--- src/rtl/evm_ballot_controller.sv ---
// Booth-side ballot sequencer: releases one ballot per officer arm press, debounces
// the voter buttons and issues a single one-hot vote strobe to the EVM per ballot.
module evm_ballot_controller #(
  parameter int N_CAND      = 5,
  parameter int DEB_CYC     = 4,
  parameter int TIMEOUT_CYC = 1000,
  parameter int BEEP_CYC    = 8,
  parameter int DISP_CYC    = 16,
  parameter int CNT_W       = 16
) (
  input  logic              clk,
  input  logic              rst,
  input  logic              arm,
  input  logic              close_poll,
  input  logic [N_CAND-1:0] vote_sw,
  output logic              evm_en,
  output logic [N_CAND-1:0] evm_switch,
  output logic              ballot_led,
  output logic              busy,
  output logic              beep,
  output logic              reject,
  output logic              timeout,
  output logic              poll_closed,
  output logic [2:0]        disp_sel,
  output logic [CNT_W-1:0]  total_votes
);

  localparam int CMAX_A = (TIMEOUT_CYC > BEEP_CYC) ? TIMEOUT_CYC : BEEP_CYC;
  localparam int CMAX   = (CMAX_A > DISP_CYC) ? CMAX_A : DISP_CYC;
  localparam int CW     = $clog2(CMAX);
  localparam int SW     = $clog2(DEB_CYC);

  typedef enum logic [2:0] {S_IDLE, S_ARMED, S_CAST, S_BEEP, S_CLOSED} state_t;

  state_t              state_q, state_d;
  logic [CW-1:0]       cnt_q, cnt_d;
  logic [SW-1:0]       stab_cnt_q, stab_cnt_d;
  logic [N_CAND-1:0]   sw_q;
  logic [N_CAND-1:0]   cap_sw_q, cap_sw_d;
  logic                arm_q;
  logic                close_pend_q, close_pend_d;
  logic                wait_release_q, wait_release_d;
  logic [CNT_W-1:0]    total_votes_q, total_votes_d;
  logic [2:0]          disp_sel_q, disp_sel_d;
  logic                evm_en_q, evm_en_d;
  logic [N_CAND-1:0]   evm_switch_q, evm_switch_d;
  logic                ballot_led_q, ballot_led_d;
  logic                busy_q, busy_d;
  logic                beep_q, beep_d;
  logic                reject_q, reject_d;
  logic                timeout_q, timeout_d;
  logic                poll_closed_q, poll_closed_d;

  logic arm_rise;
  logic press_match;

  assign arm_rise    = arm & ~arm_q;
  assign press_match = (vote_sw == sw_q) && (vote_sw != '0);

  always_comb begin
    state_d        = state_q;
    cnt_d          = cnt_q;
    stab_cnt_d     = '0;
    cap_sw_d       = cap_sw_q;
    close_pend_d   = close_pend_q;
    wait_release_d = wait_release_q;
    total_votes_d  = total_votes_q;
    disp_sel_d     = disp_sel_q;
    reject_d       = 1'b0;
    timeout_d      = 1'b0;

    unique case (state_q)
      S_IDLE: begin
        if (close_poll || close_pend_q) begin
          state_d      = S_CLOSED;
          close_pend_d = 1'b0;
          cnt_d        = '0;
          disp_sel_d   = '0;
        end else if (arm_rise) begin
          state_d        = S_ARMED;
          cnt_d          = '0;
          wait_release_d = 1'b0;
        end
      end
      S_ARMED: begin
        cnt_d = cnt_q + CW'(1);
        if (close_poll) close_pend_d = 1'b1;
        // After a rejected pattern nothing is evaluated until all buttons are seen released.
        if (wait_release_q) begin
          if (vote_sw == '0) wait_release_d = 1'b0;
        end else if (press_match) begin
          if (stab_cnt_q == SW'(DEB_CYC - 2)) begin
            if ($onehot(vote_sw)) begin
              cap_sw_d = vote_sw;
              state_d  = S_CAST;
            end else begin
              reject_d       = 1'b1;
              wait_release_d = 1'b1;
            end
          end else begin
            stab_cnt_d = stab_cnt_q + SW'(1);
          end
        end
        if (state_d != S_CAST && cnt_q == CW'(TIMEOUT_CYC - 1)) begin
          timeout_d = 1'b1;
          state_d   = S_IDLE;
        end
      end
      S_CAST: begin
        if (close_poll) close_pend_d = 1'b1;
        if (total_votes_q != '1) total_votes_d = total_votes_q + CNT_W'(1);
        state_d = S_BEEP;
        cnt_d   = '0;
      end
      S_BEEP: begin
        if (close_poll) close_pend_d = 1'b1;
        cnt_d = cnt_q + CW'(1);
        if (cnt_q == CW'(BEEP_CYC - 1)) state_d = S_IDLE;
      end
      S_CLOSED: begin
        if (cnt_q == CW'(DISP_CYC - 1)) begin
          cnt_d      = '0;
          disp_sel_d = (disp_sel_q == 3'(N_CAND - 1)) ? 3'd0 : disp_sel_q + 3'd1;
        end else begin
          cnt_d = cnt_q + CW'(1);
        end
      end
      default: state_d = S_IDLE;
    endcase

    ballot_led_d  = (state_d == S_ARMED);
    busy_d        = (state_d == S_CAST) || (state_d == S_BEEP);
    beep_d        = (state_d == S_BEEP);
    poll_closed_d = (state_d == S_CLOSED);
    evm_en_d      = (state_d == S_CAST);
    evm_switch_d  = (state_d == S_CAST) ? cap_sw_d : '0;
  end

  // Every register, including the output flops, clears the moment reset is asserted.
  always_ff @(posedge clk or negedge rst) begin
    if (!rst) begin
      state_q        <= S_IDLE;
      cnt_q          <= '0;
      stab_cnt_q     <= '0;
      sw_q           <= '0;
      cap_sw_q       <= '0;
      arm_q          <= 1'b0;
      close_pend_q   <= 1'b0;
      wait_release_q <= 1'b0;
      total_votes_q  <= '0;
      disp_sel_q     <= '0;
      evm_en_q       <= 1'b0;
      evm_switch_q   <= '0;
      ballot_led_q   <= 1'b0;
      busy_q         <= 1'b0;
      beep_q         <= 1'b0;
      reject_q       <= 1'b0;
      timeout_q      <= 1'b0;
      poll_closed_q  <= 1'b0;
    end else begin
      state_q        <= state_d;
      cnt_q          <= cnt_d;
      stab_cnt_q     <= stab_cnt_d;
      sw_q           <= vote_sw;
      cap_sw_q       <= cap_sw_d;
      arm_q          <= arm;
      close_pend_q   <= close_pend_d;
      wait_release_q <= wait_release_d;
      total_votes_q  <= total_votes_d;
      disp_sel_q     <= disp_sel_d;
      evm_en_q       <= evm_en_d;
      evm_switch_q   <= evm_switch_d;
      ballot_led_q   <= ballot_led_d;
      busy_q         <= busy_d;
      beep_q         <= beep_d;
      reject_q       <= reject_d;
      timeout_q      <= timeout_d;
      poll_closed_q  <= poll_closed_d;
    end
  end

  assign evm_en      = evm_en_q;
  assign evm_switch  = evm_switch_q;
  assign ballot_led  = ballot_led_q;
  assign busy        = busy_q;
  assign beep        = beep_q;
  assign reject      = reject_q;
  assign timeout     = timeout_q;
  assign poll_closed = poll_closed_q;
  assign disp_sel    = disp_sel_q;
  assign total_votes = total_votes_q;

endmodule

--- config.mk ---
export PLATFORM = sky130hd
export DESIGN_NAME = evm_ballot_controller
export DESIGN_NICKNAME = d
export VERILOG_FILES = /design/src/rtl/evm_ballot_controller.sv
export SDC_FILE = /design/constraint.sdc
export NUM_CORES = 1
export LEC_CHECK = 0
export BUFFER_PORTS_ARGS = -buffer_cell sky130_fd_sc_hd__buf_2
export CAP_MARGIN = 5
export CORE_UTILIZATION = 30
export CTS_CLUSTER_DIAMETER = 80
export CTS_CLUSTER_SIZE = 40
export DETAILED_ROUTE_END_ITERATION = 10
export SYNTH_ARGS = -nofsm -noshare
export SYNTH_HDL_FRONTEND = slang
export SYNTH_SLANG_ARGS = --single-unit
--- constraint.sdc ---
create_clock -name clk -period 2.6 [get_ports clk]
set_clock_uncertainty 0.2 [all_clocks]
set_input_delay 0 -clock clk [delete_from_list [all_inputs] [get_ports clk]]
set_output_delay 0 -clock clk [all_outputs]
set_load 0.01 [all_outputs]
### After elaboration in Yosys (flattened, before gate mapping)

Cells that the tools add are included.

| word-level totals | value |
|---|---|
| word-level logic and storage cells | 112 |
| output and inout bits | 31 |
| input bits | 9 |
| bits in registers | 59 |

| cells by class | value |
|---|---|
| $add $sub $neg | 8 |
| bitwise logic cells | 2 |
| mux-type cells | 43 |
| reductions and logical operators | 18 |
| eq/ne operators | 23 |

Operators by type and width:

| cell | number |
|---|---|
| 10-bit case mux with 4 select lines | 1 |
| 3-bit two-way mux | 12 |
| 10-bit two-way mux | 3 |
| 5-bit two-way mux | 6 |
| 16-bit by 1-bit adder with 16-bit output (second input constant) | 1 |
| 16-bit inequality test (second input constant) | 1 |
| 3-bit case mux with 5 select lines | 1 |
| 1-bit two-way mux | 13 |
| 3-bit by 2-bit == test with 1-bit output (second input constant) | 4 |
| 10-bit by 1-bit adder with 10-bit output (second input constant) | 1 |
| 10-bit == test (second input constant) | 1 |
| 10-bit by 3-bit == test with 1-bit output (second input constant) | 1 |
| 10-bit by 4-bit == test with 1-bit output (second input constant) | 1 |
| 3-bit by 1-bit == test with 1-bit output (second input constant) | 3 |
| 3-bit == test (second input constant) | 3 |
| 3-bit AND reduction | 3 |
| 2-bit two-way mux | 4 |
| 2-bit inequality test (second input constant) | 4 |
| 3-bit case mux with 2 select lines | 1 |
| 2-bit nonzero test | 3 |
| 5-bit == test | 1 |
| 5-bit logical NOT | 1 |
| 5-bit nonzero test | 1 |
| 1-bit by 1-bit adder with 2-bit output | 2 |
| other kinds (18) | 22 |

### Logic depth before layout (Yosys ltp)

Gate-level depths: netlist (run 1).

| logic depth | value |
|---|---|
| depth after elaboration | 15 |
| depth in mapped cells | 10 |
| gate-level depth less buffers | 9 |

### Least setup slack after synthesis (run 1)

Ideal clock, no wire load.

| timing | value |
|---|---|
| kind | input-to-reg |
| start | in vote_sw[0] |
| end | reg evm_switch_q[0] (netlist: evm_switch[0]) |
| arrival time | 2.129 ns |
| stages on the path | 10 |
| library setup time | 0.066 ns |
| data required time | 2.334 ns |
| path slack | 0.206 ns |
| buffers on the path | 1 |
| cells stage by stage | inv_1 > fa_1 > inv_1 > fa_1 > ha_1 > nor3b_1 > and2_1 > and4_1 > buf_4 > and2_1 |

| between the ends | value |
|---|---|
| cells in the longest elaborated chain, start to end | 15 |
| elaborated cells on any way between the ends | 23 |
| classes of those cells | 3 x add/sub; 4 x eq/ne; 13 x mux; 3 x reduce/logical |

RTL lines:

| item | RTL line | source |
|---|---|---|
| start, declared | 15 | `input logic [N_CAND-1:0] vote_sw,` |
| 1-bit by 1-bit adder with 2-bit output (implied by the code) | 93 | `if ($onehot(vote_sw)) begin` |
| 2-bit by 2-bit adder with 3-bit output (implied by the code) | 93 |  |
| 3-bit by 1-bit adder with 3-bit output (implied by the code) | 93 |  |
| 3-bit by 1-bit == test with 1-bit output | 93 |  |
| 3-bit two-way mux | 93 |  |
| 3-bit two-way mux | 92 | `if (stab_cnt_q == SW'(DEB_CYC - 2)) begin` |
| 3-bit two-way mux (*) | 91 | `end else if (press_match) begin` |
| 3-bit two-way mux (*) | 89 | `if (wait_release_q) begin` |
| 3-bit two-way mux (*) | 72 | `unique case (state_q)` |
| 3-bit by 2-bit inequality test with 1-bit output | 104 | `if (state_d != S_CAST && cnt_q == CW'(TIMEOUT_CYC - 1)) begin` |
| 1-bit logical AND | 104 |  |
| 3-bit two-way mux (*) | 104 |  |
| 3-bit case mux with 5 select lines (*) | 72 |  |
| 3-bit by 2-bit == test with 1-bit output (*) | -- |  |
| named net evm_en_d | 45 | `logic evm_en_q, evm_en_d;` |
| 5-bit two-way mux (*) | 136 | `evm_switch_d = (state_d == S_CAST) ? cap_sw_d : '0;` |
| named net evm_switch_d[0] | 46 | `logic [N_CAND-1:0] evm_switch_q, evm_switch_d;` |
| end signal, assigned | 172 | `evm_switch_q <= evm_switch_d;` |
| end, declared | 46 |  |

Mark *: on every way through the listed nets, which the timed path passes. The rest lies on a longest branch. The select of a mux whose other input is x is not followed.
A chain may end at the register's enable or synchronous reset.

### Worst setup path in the final report (run 1)

| timing | value |
|---|---|
| start | in vote_sw[2] |
| end | reg evm_switch_q[0] (netlist: evm_switch[0]) |

| between the ends | value |
|---|---|
| cells in the longest elaborated chain, start to end | 15 |
| elaborated cells on any way between the ends | 23 |
| classes of those cells | 3 x add/sub; 4 x eq/ne; 13 x mux; 3 x reduce/logical |

RTL lines:

| item | RTL line |
|---|---|
| 1-bit by 1-bit adder with 2-bit output (implied by the code) | 93 |
| 2-bit by 2-bit adder with 3-bit output (implied by the code) | 93 |
| 3-bit by 1-bit adder with 3-bit output (implied by the code) | 93 |
| 3-bit by 1-bit == test with 1-bit output | 93 |
| 3-bit two-way mux | 93 |
| 3-bit two-way mux | 92 |
| 3-bit two-way mux | 91 |
| 3-bit two-way mux | 89 |
| 3-bit two-way mux | 72 |
| 3-bit by 2-bit inequality test with 1-bit output | 104 |
| 1-bit logical AND | 104 |
| 3-bit two-way mux | 104 |
| 3-bit case mux with 5 select lines | 72 |
| 3-bit by 2-bit == test with 1-bit output | 136 |
| 5-bit two-way mux (*) | 136 |
| named net evm_switch_d[0] | 46 |

Marks and branches as above.

==> results_dict.tcl, run 1 <==
set metrics [dict create \
    leakage_nw 1.540 \
    synth_top_family_by_area "simple AND/OR/NAND/NOR gates" \
    dieArea_um2 9533 \
    clock.fmax_mhz 455.1 \
    comb_power_share_pct 5.1 \
    drtAntennaViolNets 0 \
    synthAdderAreaFrac_pct 4.195 \
    wirelength_um 5790 \
    ys_ff_latch 54 \
    ys.flop_type "dfrtp_1" \
    synth_top_area_share_pct 49.25 \
    clk-insertion-delay-late_ns 0.32 \
    diodes 0 \
    coreArea_um2 8806 \
    clockBufferDepth 2 \
    die_h_um 97.64 \
    instances_no_fill 417 \
    ioPinCount 40 \
    layout_setup_ws_ns 0.4026 \
    yosysSeqAreaShare_pct 49.25 \
    clock-root-buffer "clkbuf_8" \
    crit_path_start_kind "input pin" \
    grt_max_degree 37 \
    cts.htree.levels 2 \
    violations "design-rule violations" \
    setup-tns-final_ns 0 \
    cp.arrival_ns 2.26 \
    overflow 0 \
    die_w_um 97.64 \
    clk_pin_slew_ns 0.10 \
    yosysUniqueCellTypes 61 \
    synth_compound_area_share_pct 11.35 \
    stdcell_area_um2 3263 \
    nets 325 \
    grt_pass1_vias 1998 \
    post_cts_buffers 0 \
    switching_share_pct 22.95 \
    grtUsageTotal_pct 12.51 \
    path_class "input pin to register" \
    worst-path-max-fanout 6 \
    final_max_slew_viol_count 0 \
    wl_per_cell_um 13.88 \
    port-buffer-count 39 \
    cts_tree "done" \
    status "complete, but fails checks" \
    finalSetupViolCount 0 \
    async_flop_share_pct 100.0 \
    required_ns 2.66 \
    vias_per_cell 5.043 \
    fin_util_pct 37.06 \
    drive_gt1_share_pct 22.98 \
    worst_pin_slew_ns 0.8397 \
    ys_warn_count 0 \
    synth_simple_gate_area_share_pct 26.08 \
    finalCritPeriodShare_pct 84.52 \
    grt_pass1_wl_um 9591 \
    hpwl_um 4190 \
    preCtsSetupSlack_ns 0.06823 \
    max_cap_violations 0 \
    area_growth_pct 18.92 \
    drt_iter0_drc 81 \
    remaining_drc_errors 8 \
    slowest_stage "dlygate4sd3_1" \
    slew_headroom_pct 44.02 \
    switching_power_mw 0.3490 \
    worstPathCellList "dlygate4sd3_1 > buf_2 > fa_1 > ha_1 > nor3b_1 > and2_1 > and4_1 > and2_1" \
    cts_buffers 5 \
    syn_avg_cell_area_um2 10.76 \
    rsz0062_at_grt "no" \
    placed_area_um2 3067 \
    synth-edff-count 0 \
    irDropWorstVdd_v 0.0002368 \
    p_total_mw 1.520 \
    slowest_delay_ns 0.52 \
    rows 34 \
    p_clk_share_pct 39.2 \
    p_int_mw 1.171 \
    worstHoldPathType "input pin to register" \
    synthesis.area_um2 2744 \
    vias 2103 \
    synth_area_leader_cell "dfrtp_1" \
    finalHoldViolCount 0 \
    synth_xor_area_share_pct 5.107 \
    globalplace.congestion 0.7879 \
    start_util_pct 31.16 \
    antenna_found_initial 0 \
    holdWs_ns 0.09922 \
    synthCells 255 \
    end_kind "register" \
    firstDrtPassIters 8 \
    post-route-min-period_ns 2.197 \
    powerDensity_nw_per_um2 465.9 \
    synth_mux_area_share_pct 1.140 \
    crit_top_cell "and2_1" \
    placed_cells 401 \
    cts.sinks 54 \
    seq_power_share_pct 55.7 \
    syn_nets 272 \
    synth.area.top_cells "dfrtp_1 (49%), xor2_1 (3.2%), nand3_1 (2.9%)" \
    n_fill_cell 888 \
]
## power groups by stage
stage	clock network, mW	registers, mW	logic [mW]
2_1_floorplan	0	0.863	0.0272
3_3_place_gp	0	0.863	0.0687
3_5_place_dp	0	0.863	0.0712
4_1_cts	0.619	0.847	0.0805
5_1_grt	0.640	0.847	0.0899
6_report	0.596	0.846	0.0774
## area by class of cell
type	instances	area, µm²	share of cell area, %
Inverter	13	48.80	1.495
Timing Repair Buffer	50	297.8	9.126
Sequential cell	54	1351	41.41
Tap cell	108	135.1	4.141
Clock inverter	3	47.55	1.457
Multi-Input combinational cell	184	1314	40.26
Clock buffer	5	68.82	2.109
## kinds of logic after synthesis
kind of cell | count (synthesis)
multiplexers | 3
XOR/XNOR | 16
flip-flops | 54
buffers and inverters | 17
AND/OR/NAND/NOR | 114
AO/OA/AOI/OAI | 43
adder cells (fa/ha/maj) | 8
## layout by cell type (no fill, tap or decap), types with 3 or more instances in the layout
master | Yosys | final
buf_4 | 2 | 3
o22ai_1 | 3 | 3
and3_1 | 8 | 8
o211ai_1 | 4 | 4
nor2b_1 | 3 | 3
nor3_1 | 8 | 8
nor4b_1 | 3 | 3
a21oi_1 | 11 | 11
buf_2 | 0 | 39
nor3b_1 | 4 | 4
dlygate4sd3_1 | 0 | 8
nor2_1 | 12 | 12
nand2_1 | 19 | 19
clkbuf_8 | 0 | 5
nand3_1 | 16 | 16
o21ai_0 | 6 | 6
nand4_1 | 7 | 7
a21boi_0 | 3 | 3
xor2_1 | 10 | 10
dfrtp_1 | 54 | 54
ha_1 | 6 | 6
inv_1 | 12 | 12
and2_1 | 8 | 8
xnor2_1 | 6 | 6
## state kept, by name (all words and copies together) (netlist names), 2 cells and up
signal and flops:
total_votes 16, cnt_q 10, evm_switch 5, sw_q 5
disp_sel 3, state_q 3, stab_cnt_q 2
## final timing paths
| check | from | to | slack (ns) | cells after the start |
|---|---|---|---|---|
| worst max-delay path | vote_sw[2] | evm_switch[0]$_DFF_PN0_ | 0.40 | 8 |
| worst max register to register | state_q[0]$_DFF_PN0_ | cnt_q[4]$_DFFE_PN0P_ | 0.47 | 4 |
| max in group asynchronous | rst | state_q[1]$_DFF_PN0_ | 1.31 | 3 |
| worst min register to register | cnt_q[0]$_DFFE_PN0P_ | cnt_q[0]$_DFFE_PN0P_ | 0.31 | 1 |
| worst min-delay path | vote_sw[1] | reject$_DFF_PN0_ | 0.1 | 5 |
| min in group asynchronous | rst | disp_sel[0]$_DFFE_PN0P_ | 0.12 | 2 |
## critical path: cells and delay by family
kind / cells / cell delay, ns
fa+ha+maj: 2 / 0.71
buf+inv: 2 / 0.69
simple gates: 4 / 0.85
## routing by layer
layer  vias to the layer above  global-route usage, %  share of wire, %
li1                       1022                      -                 -
met1                      1031                  16.31                47
met2                        39                  20.57                48
met3                        11                  2.302               3.2
met4                         0                  4.779               2.0
met5                         -                      0                 0
## Yosys cell counts, drive strengths merged, types with 2 or more instances
library cell	number
a21boi	3
inv	13
a22o	2
a31oi	2
nor2b	3
nand2	19
and3	8
fa	2
or2	3
mux2i	2
and4	2
nand3	16
and2	8
xnor2	6
dfrtp	54
or3	2
nor3	9
or3b	2
o22ai	3
o211ai	4
nor3b	5
nor4b	4
or4	2
ha	6
o31ai	2
nor2	12
nor4	5
nand4	8
a21oi	11
buf	3
xor2	10
o21ai	8
## repair_timing
action	in CTS	in global routing
resized for setup	0	0
hold buffers	8	0
hold endpoints to repair	56	0
No activity file was read; power rests on OpenSTA's default activity.
==> inputs of run 2 (changes only) <==
==> constraint.sdc (replaced) <==
create_clock -name clk -period 1.95 [get_ports clk]
set_clock_uncertainty 0.2 [all_clocks]
set_input_delay 0 -clock clk [delete_from_list [all_inputs] [get_ports clk]]
set_output_delay 0 -clock clk [all_outputs]
set_load 0.01 [all_outputs]
==> run 2 against run 1 <==
The flow finishes with violations (design-rule violations, negative setup slack); global-route usage up 0.68 points; hold slack worse by 0.077 ns; critical path depth down 4; register-to-register slack worse by 0.48 ns; via count up 6.9%; setup slack worse by 0.41 ns; sequential cell count unchanged; non-clock buffer count up 40.
==> results_dict.tcl, run 2 (synthesized netlist as in run 1, its figures left out) <==
set metrics [dict create \
    clk_pin_slew_ns 0.11 \
    r2r_setup_slack_ns -0.01 \
    die_h_um 97.64 \
    path_class "register to register" \
    antenna_found_initial 0 \
    crit_cells 4 \
    grt_pass1_wl_um 10140 \
    max_cap_violations 0 \
    worstHoldPathType "input pin to async pin" \
    drive_gt1_share_pct 38.68 \
    firstDrtPassIters 7 \
    clock-root-buffer "clkbuf_8" \
    grtUsageTotal_pct 13.19 \
    comb_power_share_pct 7.6 \
    ioPinCount 40 \
    area_growth_pct 33.24 \
    p_total_mw 1.904 \
    coreArea_um2 8806 \
    slew_headroom_pct 45.49 \
    vias_per_cell 4.919 \
    cp.arrival_ns 1.96 \
    violations "design-rule violations, negative setup slack" \
    r2r-end "cnt_q[4]$_DFFE_PN0P_" \
    r2r_cells 4 \
    p_int_mw 1.451 \
    powerDensity_nw_per_um2 520.7 \
    reg2reg_from "state_q[1]$_DFF_PN0_" \
    p_clk_share_pct 33.1 \
    final_cell_mix "dfrtp_1 (52), buf_4 (42), buf_2 (36), nand3_1 (16), nand2_1 (15)" \
    n_fill_cell 850 \
    required_ns 1.95 \
    drt_iter0_drc 74 \
    slowest_stage "or4_4" \
    crit_path_start_kind "register" \
    post-route-min-period_ns 1.962 \
    wirelength_um 6146 \
    end_kind "register" \
    switching_power_mw 0.4522 \
    seq_power_share_pct 59.3 \
    path_buf_inv 0 \
    hpwl_um 4593 \
    dieArea_um2 9533 \
    wl_per_cell_um 13.45 \
    largest_register_ffs 16 \
    status "complete, but fails checks" \
    rows 34 \
    diodes 0 \
    cts_buffers 5 \
    overflow 0 \
    clock.fmax_mhz 509.8 \
    die_w_um 97.64 \
    grt_max_degree 27 \
    port-buffer-count 39 \
    worstSetupEndpoint "cnt_q[4]$_DFFE_PN0P_" \
    switching_share_pct 23.76 \
    drtAntennaViolNets 0 \
    finalSetupViolCount 1 \
    globalplace.congestion 0.7742 \
    start_util_pct 31.16 \
    finalHoldViolCount 0 \
    remaining_drc_errors 8 \
    cts.htree.levels 2 \
    clk-insertion-delay-late_ns 0.31 \
    finalCritPeriodShare_pct 100.6 \
    layout_setup_ws_ns -0.01150 \
    clockBufferDepth 2 \
    rsz0062_at_grt "yes" \
    startpoint "state_q[1]$_DFF_PN0_" \
    worstPathCellList "or4_4 > o31ai_4 > o21ai_1 > a22o_1" \
    final_max_slew_viol_count 0 \
    vias 2248 \
    preCtsSetupSlack_ns -0.4715 \
    slowest_delay_ns 0.54 \
    cts.sinks 54 \
    grt_pass1_vias 2164 \
    cts_tree "done" \
    nets 365 \
    irDropWorstVdd_v 0.0002760 \
    leakage_nw 1.740 \
    cp_top_family "compound AO/OA/AOI/OAI gates" \
    worst-path-max-fanout 8 \
    worst_pin_slew_ns 0.8150 \
    layout_commonest_cell "dfrtp_1" \
]
[run 2: changes by cell type in the layout (fill, tap and decap cells not counted), moves of 3 or more]
| cell | delta |
|---|---|
| inv_2 | +3 |
| and2_4 | +4 |
| buf_4 | +39 |
| nand2_2 | +4 |
| inv_1 | -4 |
| and2_1 | -4 |
| nand2_1 | -4 |
| buf_2 | -3 |
[run 2: final cells by class]
cell class | count | area, µm² | share of cell area, %
timing repair buffer | 90 | 623.1 | 17.04
inverter | 13 | 56.30 | 1.540
tap | 108 | 135.1 | 3.696
multi-input combinational | 184 | 1398 | 38.23
sequential | 54 | 1354 | 37.03
clock buffer | 5 | 68.82 | 1.882
clock inverter | 3 | 21.27 | 0.5818
[run 2: power by group through the flow]
stage / clock network, mW / logic (mW) / registers [mW]
2_1_floorplan: 0 / 0.0568 / 1.15
3_3_place_gp: 0 / 0.121 / 1.15
3_5_place_dp: 0 / 0.122 / 1.15
4_1_cts: 0.662 / 0.146 / 1.13
5_1_grt: 0.708 / 0.163 / 1.13
6_report: 0.630 / 0.145 / 1.13
[run 2: routing by layer]
metal  track usage [%]  part of all wire [%]
met1             17.08                    47
met2             21.82                    48
met3             2.230                   2.5
met4             5.361                   2.3
met5                 0                     0
[run 2: metrics by stage]
stage | hold WS [ns] | area, µm² | util [%] | TNS [ns] | instances
3_3_place_gp | -0.2160 | 3363 | 38.19 | -4.376 | 436
5_1_grt | 0.04282 | 3656 | 41.52 | -0.6443 | 457
6_report | 0.02249 | 3656 | 41.52 | -0.01150 | 457
4_1_cts | 0.03675 | 3598 | 40.86 | -0.01134 | 456
3_5_place_dp | -0.2200 | 3363 | 38.19 | -4.639 | 436
2_1_floorplan | -0.4956 | 2781 | - | -2.013 | 255
[run 2: how the worst min path moves through the flow]
stage	from	to	slack (ns)	depth (start not counted)
2_1_floorplan	rst	arm_q$_DFF_PN0_	-0.50	0
4_1_cts	rst	cnt_q[3]$_DFFE_PN0P_	0.04	3
6_report	rst	cnt_q[7]$_DFFE_PN0P_	0.02	3
3_3_place_gp	rst	total_votes[0]$_DFFE_PN0P_	-0.22	1
3_5_place_dp	rst	total_votes[0]$_DFFE_PN0P_	-0.22	1
5_1_grt	rst	cnt_q[7]$_DFFE_PN0P_	0.04	3
[run 2: what timing repair did]
action	CTS	global route
buffers inserted	3	2
resized for setup	15	16
hold endpoints to repair	73	0
endpoints found under the setup margin	14	24
hold buffers	9	0
pin swaps	6	16
[run 2: worst register-to-register path, cell delays in order, from the launching register on]
cell and delay, ns:
dfrtp_2 0.46, or4_4 0.54, o31ai_4 0.35, o21ai_1 0.11, a22o_1 0.19
==> inputs of run 3 (changes only) <==
--- a/config.mk
+++ b/config.mk
@@ -5,6 +5,7 @@
 export SDC_FILE = /design/constraint.sdc
 export NUM_CORES = 1
 export LEC_CHECK = 0
+export ABC_AREA = 1
 export BUFFER_PORTS_ARGS = -buffer_cell sky130_fd_sc_hd__buf_2
 export CAP_MARGIN = 5
 export CORE_UTILIZATION = 30
==> run 3 against run 2 <==
The flow finishes with violations (negative setup slack); largest power group unchanged; maximum frequency up 0.38%; register-to-register slack better by 0.17 ns; final area up 1.4%; critical endpoint is now ballot_led$_DFF_PN0_.
==> results_dict.tcl, run 3 <==
set metrics [dict create \
    async_flop_share_pct 100.0 \
    clk_pin_slew_ns 0.11 \
    stdcell_area_um2 3707 \
    dieArea_um2 10150 \
    diodes 0 \
    synth.area.top_cells "dfrtp_1 (46%), nand2_1 (13%), inv_1 (6.3%)" \
    clk-insertion-delay-late_ns 0.31 \
    synthCells 364 \
    start_util_pct 31.35 \
    cts_buffers 5 \
    switching_power_mw 0.8965 \
    rsz0062_at_grt "yes" \
    wirelength_um 6451 \
    syn_avg_cell_area_um2 8.033 \
    hpwl_um 4656 \
    seq_power_share_pct 50.7 \
    synth_top_area_share_pct 46.21 \
    finalHoldViolCount 0 \
    max_cap_violations 0 \
    syn_nets 381 \
    vias_per_cell 4.463 \
    drtAntennaViolNets 0 \
    wl_per_cell_um 11.44 \
    overflow 0 \
    comb_power_share_pct 24.1 \
    placed_area_um2 3408 \
    die_h_um 100.7 \
    holdWs_ns 0.007665 \
    finalCritPeriodShare_pct 100.2 \
    layout_commonest_cell "nand2_1" \
    clock-root-buffer "clkbuf_8" \
    worst-path-max-fanout 2 \
    synth_area_leader_cell "dfrtp_1" \
    firstDrtPassIters 4 \
    p_clk_share_pct 25.3 \
    grt_pass1_wl_um 10890 \
    ys_warn_count 0 \
    remaining_drc_errors 0 \
    vias 2517 \
    synthTopCellsByCount "nand2_1 (101), dfrtp_1 (54), inv_1 (49)" \
    crit_path_start_kind "input pin" \
    yosysSeqAreaShare_pct 46.21 \
    cts_tree "done" \
    ys.flop_type "dfrtp_1" \
    status "complete, but fails checks" \
    holdPathStages 7 \
    post-route-min-period_ns 1.954 \
    leakage_nw 1.858 \
    grt_pass1_vias 2417 \
    coreArea_um2 9328 \
    synthesis.area_um2 2924 \
    p_total_mw 2.714 \
    rows 35 \
    layout_setup_ws_ns -0.003987 \
    ioPinCount 40 \
    cp.arrival_ns 1.97 \
    synth-edff-count 0 \
    fin_util_pct 39.75 \
    p_int_mw 1.817 \
    cts.sinks 54 \
    yosysUniqueCellTypes 34 \
    cts.htree.levels 2 \
    end_kind "register" \
    irDropWorstVdd_v 0.0003270 \
    setup-tns-final_ns -0.003987 \
    worst_pin_slew_ns 0.5328 \
    area_growth_pct 26.79 \
    drt_iter0_drc 87 \
    placed_cells 542 \
    instances_no_fill 564 \
    powerDensity_nw_per_um2 732.0 \
    worstHoldPathType "input pin to register" \
    yosysMostFrequentCell "nand2_1" \
    finalSetupViolCount 1 \
    switching_share_pct 33.04 \
    nets 451 \
    violations "negative setup slack" \
    clockBufferDepth 2 \
    die_w_um 100.7 \
    path_class "input pin to register" \
    antenna_found_initial 0 \
    ys_ff_latch 54 \
    preCtsSetupSlack_ns -0.3977 \
    port-buffer-count 39 \
    r2r_cells 8 \
    largest_register_ffs 16 \
    required_ns 1.97 \
    grt_max_degree 36 \
    grtUsageTotal_pct 13.40 \
    clock.fmax_mhz 511.8 \
    globalplace.congestion 0.8434 \
    slew_headroom_pct 64.36 \
    final_max_slew_viol_count 0 \
    drive_gt1_share_pct 22.76 \
    final_cell_mix "nand2_1 (99), dfrtp_1 (54), inv_1 (45), nor2_1 (41), buf_2 (35)" \
]
==> run 3: changes by cell type in the layout (fill, tap and decap cells not counted), sizes merged, moves of 7 or more <==
| cell | before | now |
|---|---|---|
| a21oi | 11 | 4 |
| and2 | 8 | 0 |
| and3 | 8 | 1 |
| buf | 81 | 53 |
| inv | 13 | 54 |
| nand2 | 19 | 103 |
| nand3 | 16 | 27 |
| nor2 | 12 | 45 |
| o21ai | 8 | 25 |
==> run 3: worst paths after layout <==
check	from	to	slack, ns
worst max-delay path	vote_sw[3]	ballot_led$_DFF_PN0_	-0.004
worst min-delay path	vote_sw[1]	stab_cnt_q[0]$_DFF_PN0_	0.008
worst max register to register	total_votes[1]$_DFFE_PN0P_	total_votes[11]$_DFFE_PN0P_	0.16
worst min register to register	stab_cnt_q[0]$_DFF_PN0_	stab_cnt_q[0]$_DFF_PN0_	0.23
max in group asynchronous	rst	total_votes[10]$_DFFE_PN0P_	0.58
min in group asynchronous	rst	total_votes[4]$_DFFE_PN0P_	0.02
==> run 3: cell families after synthesis <==
| family | count (synthesis) | synth area share, % |
|---|---|---|
| buffers and inverters | 59 | 8.472 |
| and+or+nand+nor | 196 | 30.81 |
| DFF | 54 | 46.21 |
| adders and majority gates | 8 | 3.937 |
| xor gates and xnor gates | 12 | 3.594 |
| AOI/OAI and AO/OA | 35 | 6.975 |
==> run 3: what timing repair did <==
action                     in CTS  in global routing
hold buffers                   14                  0
setup endpoints to repair       3                 14
pin swaps                       1                  6
hold endpoints to repair       72                  0
gates resized for setup         1                 14
buffers inserted                0                  1
==> run 3: routing by layer <==
layer | track usage, % | up-vias | wire, µm
met4 | 4.125 | 0 | 65
met2 | 22.44 | 37 | 3034
met3 | 2.982 | 7 | 287
li1 | - | 1288 | -
met1 | 17.24 | 1185 | 3064
met5 | 0 | - | 0
==> run 3: layout make-up <==
cell class,count,area (µm²)
tap,129,161.4
fill,945,5620
clock inverter,2,17.52
multi-input combinational,251,1374
timing repair buffer,67,494.2
sequential,54,1351
clock buffer,6,82.58
inverter,55,226.5
==> run 3: critical path, cell delays in order <==
cell and delay (ns):
buf_8 0.08, inv_4 0.03, fa_1 0.56, inv_2 0.05
fa_2 0.39, ha_4 0.23, inv_4 0.05, nand3_4 0.07
nor2_4 0.15, nand3_2 0.10, a21oi_2 0.18, nor2_1 0.07
==> run 3: power by group through the flow <==
stage          Combinational (mW)  Clock, mW  Sequential [mW]
2_1_floorplan               0.410          0             1.39
3_3_place_gp                0.584          0             1.39
3_5_place_dp                0.605          0             1.39
4_1_cts                     0.631      0.720             1.37
5_1_grt                     0.750      0.758             1.40
6_report                    0.653      0.685             1.38
